--- config.mk ---
export PLATFORM = sky130hd
export DESIGN_NAME = pipe_hazard_sched
export DESIGN_NICKNAME = d
export VERILOG_FILES = /design/src/rtl/pipe_hazard_sched.sv
export SDC_FILE = /design/constraint.sdc
export NUM_CORES = 1
export LEC_CHECK = 0
export ABC_AREA = 1
export BUFFER_PORTS_ARGS = -buffer_cell sky130_fd_sc_hd__buf_2
export CAP_MARGIN = 10
export CORE_ASPECT_RATIO = 0.6
export CORE_MARGIN = 3
export CORE_UTILIZATION = 55
export CTS_CLUSTER_SIZE = 14
export DETAILED_ROUTE_END_ITERATION = 10
export PLACE_DENSITY = 0.82
export SLEW_MARGIN = 10
export SYNTH_ARGS = -nofsm -noshare
export SYNTH_HDL_FRONTEND = slang
export SYNTH_SLANG_ARGS = --single-unit
export TNS_END_PERCENT = 20
--- constraint.sdc ---
create_clock -name clk -period 4.49 [get_ports clk]
set_clock_uncertainty 0.2 [all_clocks]
set_input_delay 0.2245 -clock clk [delete_from_list [all_inputs] [get_ports clk]]
set_output_delay 0.2245 -clock clk [all_outputs]
set_load 0.005 [all_outputs]
--- src/rtl/pipe_hazard_sched.sv ---
// Pipeline hazard scheduler for the 5-stage core.
// Decides PC / IF-ID holds and ID-EX bubble/flush for load-use hazards,
// taken branches resolved in EX and multi-cycle MULT/DIV occupancy, and
// keeps a saturating count of cycles in which the PC was held.
module pipe_hazard_sched #(
    parameter int MD_CYCLES = 32,
    parameter int CNT_W     = 16
) (
    input  logic             clk,
    input  logic             reset,
    input  logic [4:0]       id_rs,
    input  logic [4:0]       id_rt,
    input  logic             id_use_rs,
    input  logic             id_use_rt,
    input  logic [1:0]       ex_memread,
    input  logic [4:0]       ex_rt,
    input  logic             branch_taken,
    input  logic             md_start,
    input  logic             perf_clr,
    output logic             pc_stall,
    output logic             if_id_stall,
    output logic             if_flush,
    output logic             id_flush,
    output logic             id_lw,
    output logic             md_busy,
    output logic             md_done,
    output logic [CNT_W-1:0] stall_cnt,
    output logic             dbg_state
);

    localparam int MDC_W = (MD_CYCLES > 1) ? $clog2(MD_CYCLES) : 1;

    typedef enum logic {
        ST_RUN    = 1'b0,
        ST_MDWAIT = 1'b1
    } state_e;

    state_e             state_q, state_d;
    logic [MDC_W-1:0]   md_cnt_q, md_cnt_d;
    logic [CNT_W-1:0]   stall_cnt_q, stall_cnt_d;
    logic               luh;
    logic               md_last;

    // Load-use detection: a load in EX writing a register that ID reads.
    // Register 0 is hardwired, so it can never carry a hazard.
    always_comb begin
        luh = (ex_memread != 2'd0) && (ex_rt != 5'd0) &&
              ((id_use_rs && (id_rs == ex_rt)) || (id_use_rt && (id_rt == ex_rt)));
    end

    // Next-state logic for the MULT/DIV wait FSM and its down-counter.
    // A branch squashes the MULT/DIV in the same cycle, so it blocks entry;
    // once waiting, branches do not disturb the count.
    always_comb begin
        state_d  = state_q;
        md_cnt_d = md_cnt_q;
        md_last  = 1'b0;
        case (state_q)
            ST_RUN: begin
                if (md_start && !branch_taken) begin
                    state_d  = ST_MDWAIT;
                    md_cnt_d = MDC_W'(MD_CYCLES - 1);
                end
            end
            ST_MDWAIT: begin
                if (md_cnt_q == '0) begin
                    md_last = 1'b1;
                    state_d = ST_RUN;
                end else begin
                    md_cnt_d = md_cnt_q - MDC_W'(1);
                end
            end
            default: begin
                state_d  = ST_RUN;
                md_cnt_d = '0;
            end
        endcase
    end

    // Control outputs: branch > MULT/DIV wait > load-use. Everything is
    // forced low while reset is asserted, including the branch path.
    always_comb begin
        pc_stall    = 1'b0;
        if_id_stall = 1'b0;
        if_flush    = 1'b0;
        id_flush    = 1'b0;
        id_lw       = 1'b0;
        md_busy     = 1'b0;
        md_done     = 1'b0;
        if (reset) begin
            if (branch_taken) begin
                if_flush = 1'b1;
                id_flush = 1'b1;
            end else if (state_q == ST_MDWAIT) begin
                pc_stall    = 1'b1;
                if_id_stall = 1'b1;
                id_flush    = 1'b1;
            end else if (luh) begin
                pc_stall    = 1'b1;
                if_id_stall = 1'b1;
                id_lw       = 1'b1;
            end
            md_busy = (state_q == ST_MDWAIT);
            md_done = md_last;
        end
    end

    // Stall-cycle counter: clear has priority, otherwise saturating increment.
    always_comb begin
        stall_cnt_d = stall_cnt_q;
        if (perf_clr) begin
            stall_cnt_d = '0;
        end else if (pc_stall && (stall_cnt_q != '1)) begin
            stall_cnt_d = stall_cnt_q + CNT_W'(1);
        end
    end

    // State, wait counter and stall counter registers.
    always_ff @(posedge clk or negedge reset) begin
        if (!reset) begin
            state_q     <= ST_RUN;
            md_cnt_q    <= '0;
            stall_cnt_q <= '0;
        end else begin
            state_q     <= state_d;
            md_cnt_q    <= md_cnt_d;
            stall_cnt_q <= stall_cnt_d;
        end
    end

    assign stall_cnt = stall_cnt_q;
    assign dbg_state = state_q;

endmodule
# After elaboration in Yosys (flattened, before gate mapping)
# Cells that the tools add are included.
# word_totals
regBits	22
inputBits	24
word_cells	48
# op_classes
n_addsub	2
n_eq_ne	5
mux	24
n_bitwise	1
reduce_logical	13
# op_table
cell	n
$mux W16	2
$mux W1	18
$add A16 B1 Y16 const B	1
$ne A16 B16 Y1 const B	1
$eq A5 B5 Y1	2
$mux W5	2
$pmux W5 S2	1
$logic_and A1 B1 Y1	6
$logic_not A5 Y1	1
$reduce_bool A5 Y1	1
$sub A5 B1 Y5 const B	1
$ne A2 B2 Y1 const B	2
$reduce_bool A2 Y1	2
$pmux W1 S2	1
$reduce_and A2 Y1	1
$logic_not A1 Y1	1
$logic_or A1 B1 Y1	1
$not A1 Y1	1

# Longest topological paths before layout
# logic_depth
depth_word	11
depth_mapped	13

# Worst setup path after synthesis
# Ideal clock, no wire load.
# synth_timing
path_kind	register to register
from	reg stall_cnt_q[0], in the netlist stall_cnt[0]
to	reg stall_cnt_q[10], in the netlist stall_cnt[10]
setup_ps	117
arrival_ps	1622
required_ps	4173
path_slack_ps	2552
path_stages_with_launch	12
period_less_slack_ps	1938
cell_sequence	dfrtp_1 -> ha_1 -> nand2_2 -> nor2_4 -> nand2_4 -> nor3_4 -> nand4_2 -> nand3_4 -> nand2_4 -> buf_6 -> nand2_1 -> nand2_1
# synth_between
elab_chain_len	3
word_cells_on_any_way	6
# synth_rtl
item	line_no	rtl
start: declaration	40	logic [CNT_W-1:0] stall_cnt_q, stall_cnt_d;
start signal: assignment	127	stall_cnt_q <= stall_cnt_d;
$add A16 B1 Y16 / $ne A16 B16 Y1 (equally long branches)	114, 113	
$mux W16 / $logic_and A1 B1 Y1 (equally long branches)	113	end else if (pc_stall && (stall_cnt_q != '1)) begin
$mux W16 / $reduce_bool A2 Y1 (equally long branches)	--	
# Parallel ways exist; a longest one is shown, timed or not. The select of a mux whose other input is x is not followed.
# A chain may end at the register's enable or synchronous reset.

# Final worst setup path
# layout_timing
from	in reset
to	out id_lw
# layout_between
elab_chain_len	1
# layout_rtl
item	line_no	rtl
start: declaration	10	input logic reset,
$mux W1	90	if (reset) begin
end: declaration	24	output logic id_lw,
# Every way passes these cells.

==> impl_metrics.toml <==
[worst_setup_path]
crit_slowest_cell = "dlygate4sd3_1"
crit_chain = "dlygate4sd3_1 > buf_2 > inv_1 > nor4_1 > buf_2"
worstPathArrival_ns = 1.76
cp-end-kind = "output pin"
reg2regPathDepth = 10
critPathMaxFanout = 25
worstSetupPathType = "input port to output pin"
cpPeakStageDelay_ns = 0.52
cp_num_cells = 5
cpLargestDelayFamily = "buffers and inverters"
crit_top_cell = "buf_2"
start_kind = "input port"
cp.required_ns = 4.07
crit_buf_inv = 4

[die]
io_pins = 48
dieWidth_um = 76.0
start_util = 0.611
rows = 14
coreArea_um2 = 2650
dieArea_um2 = 3650
dieHeight_um = 48.0

[detailed_routing]
ant_nets = 0
drcViolationCount = 0
drt_iter0_drc = 129
viasPerCell = 4.91
drt-total-wl_um = 3710
num_vias = 1620
first_pass_iters = 4
wl_per_cell_um = 11.2

[cts]
cts_tree = "done"
clk_path_buf_depth = 2
cts-buffers-inserted = 3
post_cts_buffers = 0
ctsHoldBuffers = 1
numClockSinks = 22
clk_pin_slew_ns = 0.08
clk_latency_ns = 0.26
root_buffer = "clkbuf_8"
post_cts_resized = 0
htree_num_levels = 1

[placed_design]
io_buffers = 47
gp_congestion = 0.911
hpwl_um = 2850
place_area_um2 = 1860

[sta]
rsz0062_at_grt = "false"
slew_headroom = 0.640
final_max_slew_viol_count = 0
fin_tns_setup_ns = 0
period_needed_ns = 2.18
finalCritPeriodShare = 0.486
worstMarginPinSlew_ns = 0.536
setup_viol = 0
clock.fmax_ghz = 0.458
hold_viol = 0

[cells_and_area]
syn_to_final_growth_pct = 18.8
fin_nets = 318
final_cell_mix = "nand2_1, buf_2, inv_1, nor2_1, nand3_1"
antenna_cells = 0
layout-drive-gt1-share = 0.207
final_common_cell = "nand2_1"
stdcell_area_um2 = 1920

[global_route]
antenna_found_initial = 0
grt_pass1_wl_um = 6220
grt_max_degree = 26
grt_pass1_vias = 1358
grt_usage = 0.216
overflow = 0

[synth]
synth_fa_ha_area_frac = 0.0232
synth_compound_area_frac = 0.0449
synth_edf_count = 0
syn_area_per_cell_um2 = 6.63
ys_ff_latch = 22
synth-async-reset-ratio = 1.00
muxShareOfSynthArea = 0
synth_xor_area_frac = 0.0379
synth_top_family_by_area = "simple AND/OR/NAND/NOR gates"
syn_inst = 244
ys_warn_count = 0
yosys.area_share.simple = 0.448
synth_fp_nets = 271
synth.distinct_cells = 30
synthFlopType = "dfrtp_1"
syn_area_um2 = 1620
ys_seq_area_frac = 0.341

[pwr]
power.density_nw_per_um2 = 299
seq_power_share = 0.441
p_sw_uw = 200
p_comb_frac = 0.311
ir_drop_mv = 0.283
switching_share = 0.348
intPower_uw = 374
clkPwrFrac = 0.248
leakage_uw = 0.00114

[flow_run]
drv_cap = 0

[hold_path]
hold_path_depth = 3
hold_class = "input port to flip-flop"

[outcome]
status = "finished, final reports clean"
-- area by class of cell --
type	count	area, um2
Inverter	33	124
Multi-Input combinational cell	183	896
Clock buffer	4	55.1
Fill cell	230	724
Sequential cell	22	551
Tap cell	40	50.0
Timing Repair Buffer	48	245
-- path summary, 6_finish.rpt --
check                                          from                         to  slack, ns
setup / recovery                              reset                      id_lw       2.31
hold / removal                             md_start    md_cnt_q[2]$_DFFE_PN0P_       0.17
setup reg to reg           stall_cnt[0]$_DFFE_PN0P_   stall_cnt[0]$_DFFE_PN0P_       2.33
hold reg to reg             md_cnt_q[2]$_DFFE_PN0P_    md_cnt_q[2]$_DFFE_PN0P_       0.30
max in group asynchronous                     reset  stall_cnt[15]$_DFFE_PN0P_       3.46
min in group asynchronous                     reset  stall_cnt[14]$_DFFE_PN0P_       0.27
-- kinds of logic (layout without fill, tap and decap cells) --
kind of cell    count (synthesis)  after routing
simple gates                  160            160
buf+inv                        39             85
flops                          22             22
compound gates                 13             13
xor+xnor                        7              7
fa+ha+maj                       3              3
-- metal layers --
metal | GRT usage | vias up | part of all wire
li1 | - | 855 | -
met1 | 0.312 | 709 | 0.52
met2 | 0.338 | 54 | 0.40
met3 | 0.0545 | 2 | 0.073
met4 | 0.0361 | 0 | 0.0049
met5 | 0 | - | 0
-- metrics by stage --
step	total power (uW)	utilization	hold WS, ns	instances	setup slack [ns]
final	574	0.726	0.167	330	2.31
after global routing	617	0.726	0.160	330	2.09
after CTS	577	0.726	0.158	330	2.26
after detailed placement	435	0.702	0.0385	325	2.34
after global placement	429	0.702	0.0349	325	2.41
after floorplan	379	-	-0.271	244	2.55
-- worst min-delay path: cells and delay by family --
kind | cells | cell delay, ns
simple gates | 2 | 0.26
buf+inv | 1 | 0.10
-- power groups by stage --
stage	registers [uW]	clock network [uW]	logic, uW
6_report	253	142	179
5_1_grt	257	155	205
2_1_floorplan	253	0	127
3_5_place_dp	257	0	177
3_3_place_gp	255	0	174
4_1_cts	253	145	179
-- state kept, by name, summed over array words and instances (netlist names) --
name       cells
md_cnt_q       5
dbg_state      1
stall_cnt     16
-- cell usage after synthesis, drive strengths merged, types with 2 or more instances --
cell,number,area share
nor2,32,0.079
ha,3,0.023
nand4,5,0.023
dfrtp,22,0.34
a21oi,2,0.0062
nand3,26,0.088
nor3,6,0.026
nand2,87,0.21
o21ai,7,0.022
xor2,6,0.033
nor3b,3,0.014
buf,5,0.026
inv,32,0.074
(Power assumes the default switching activity.)
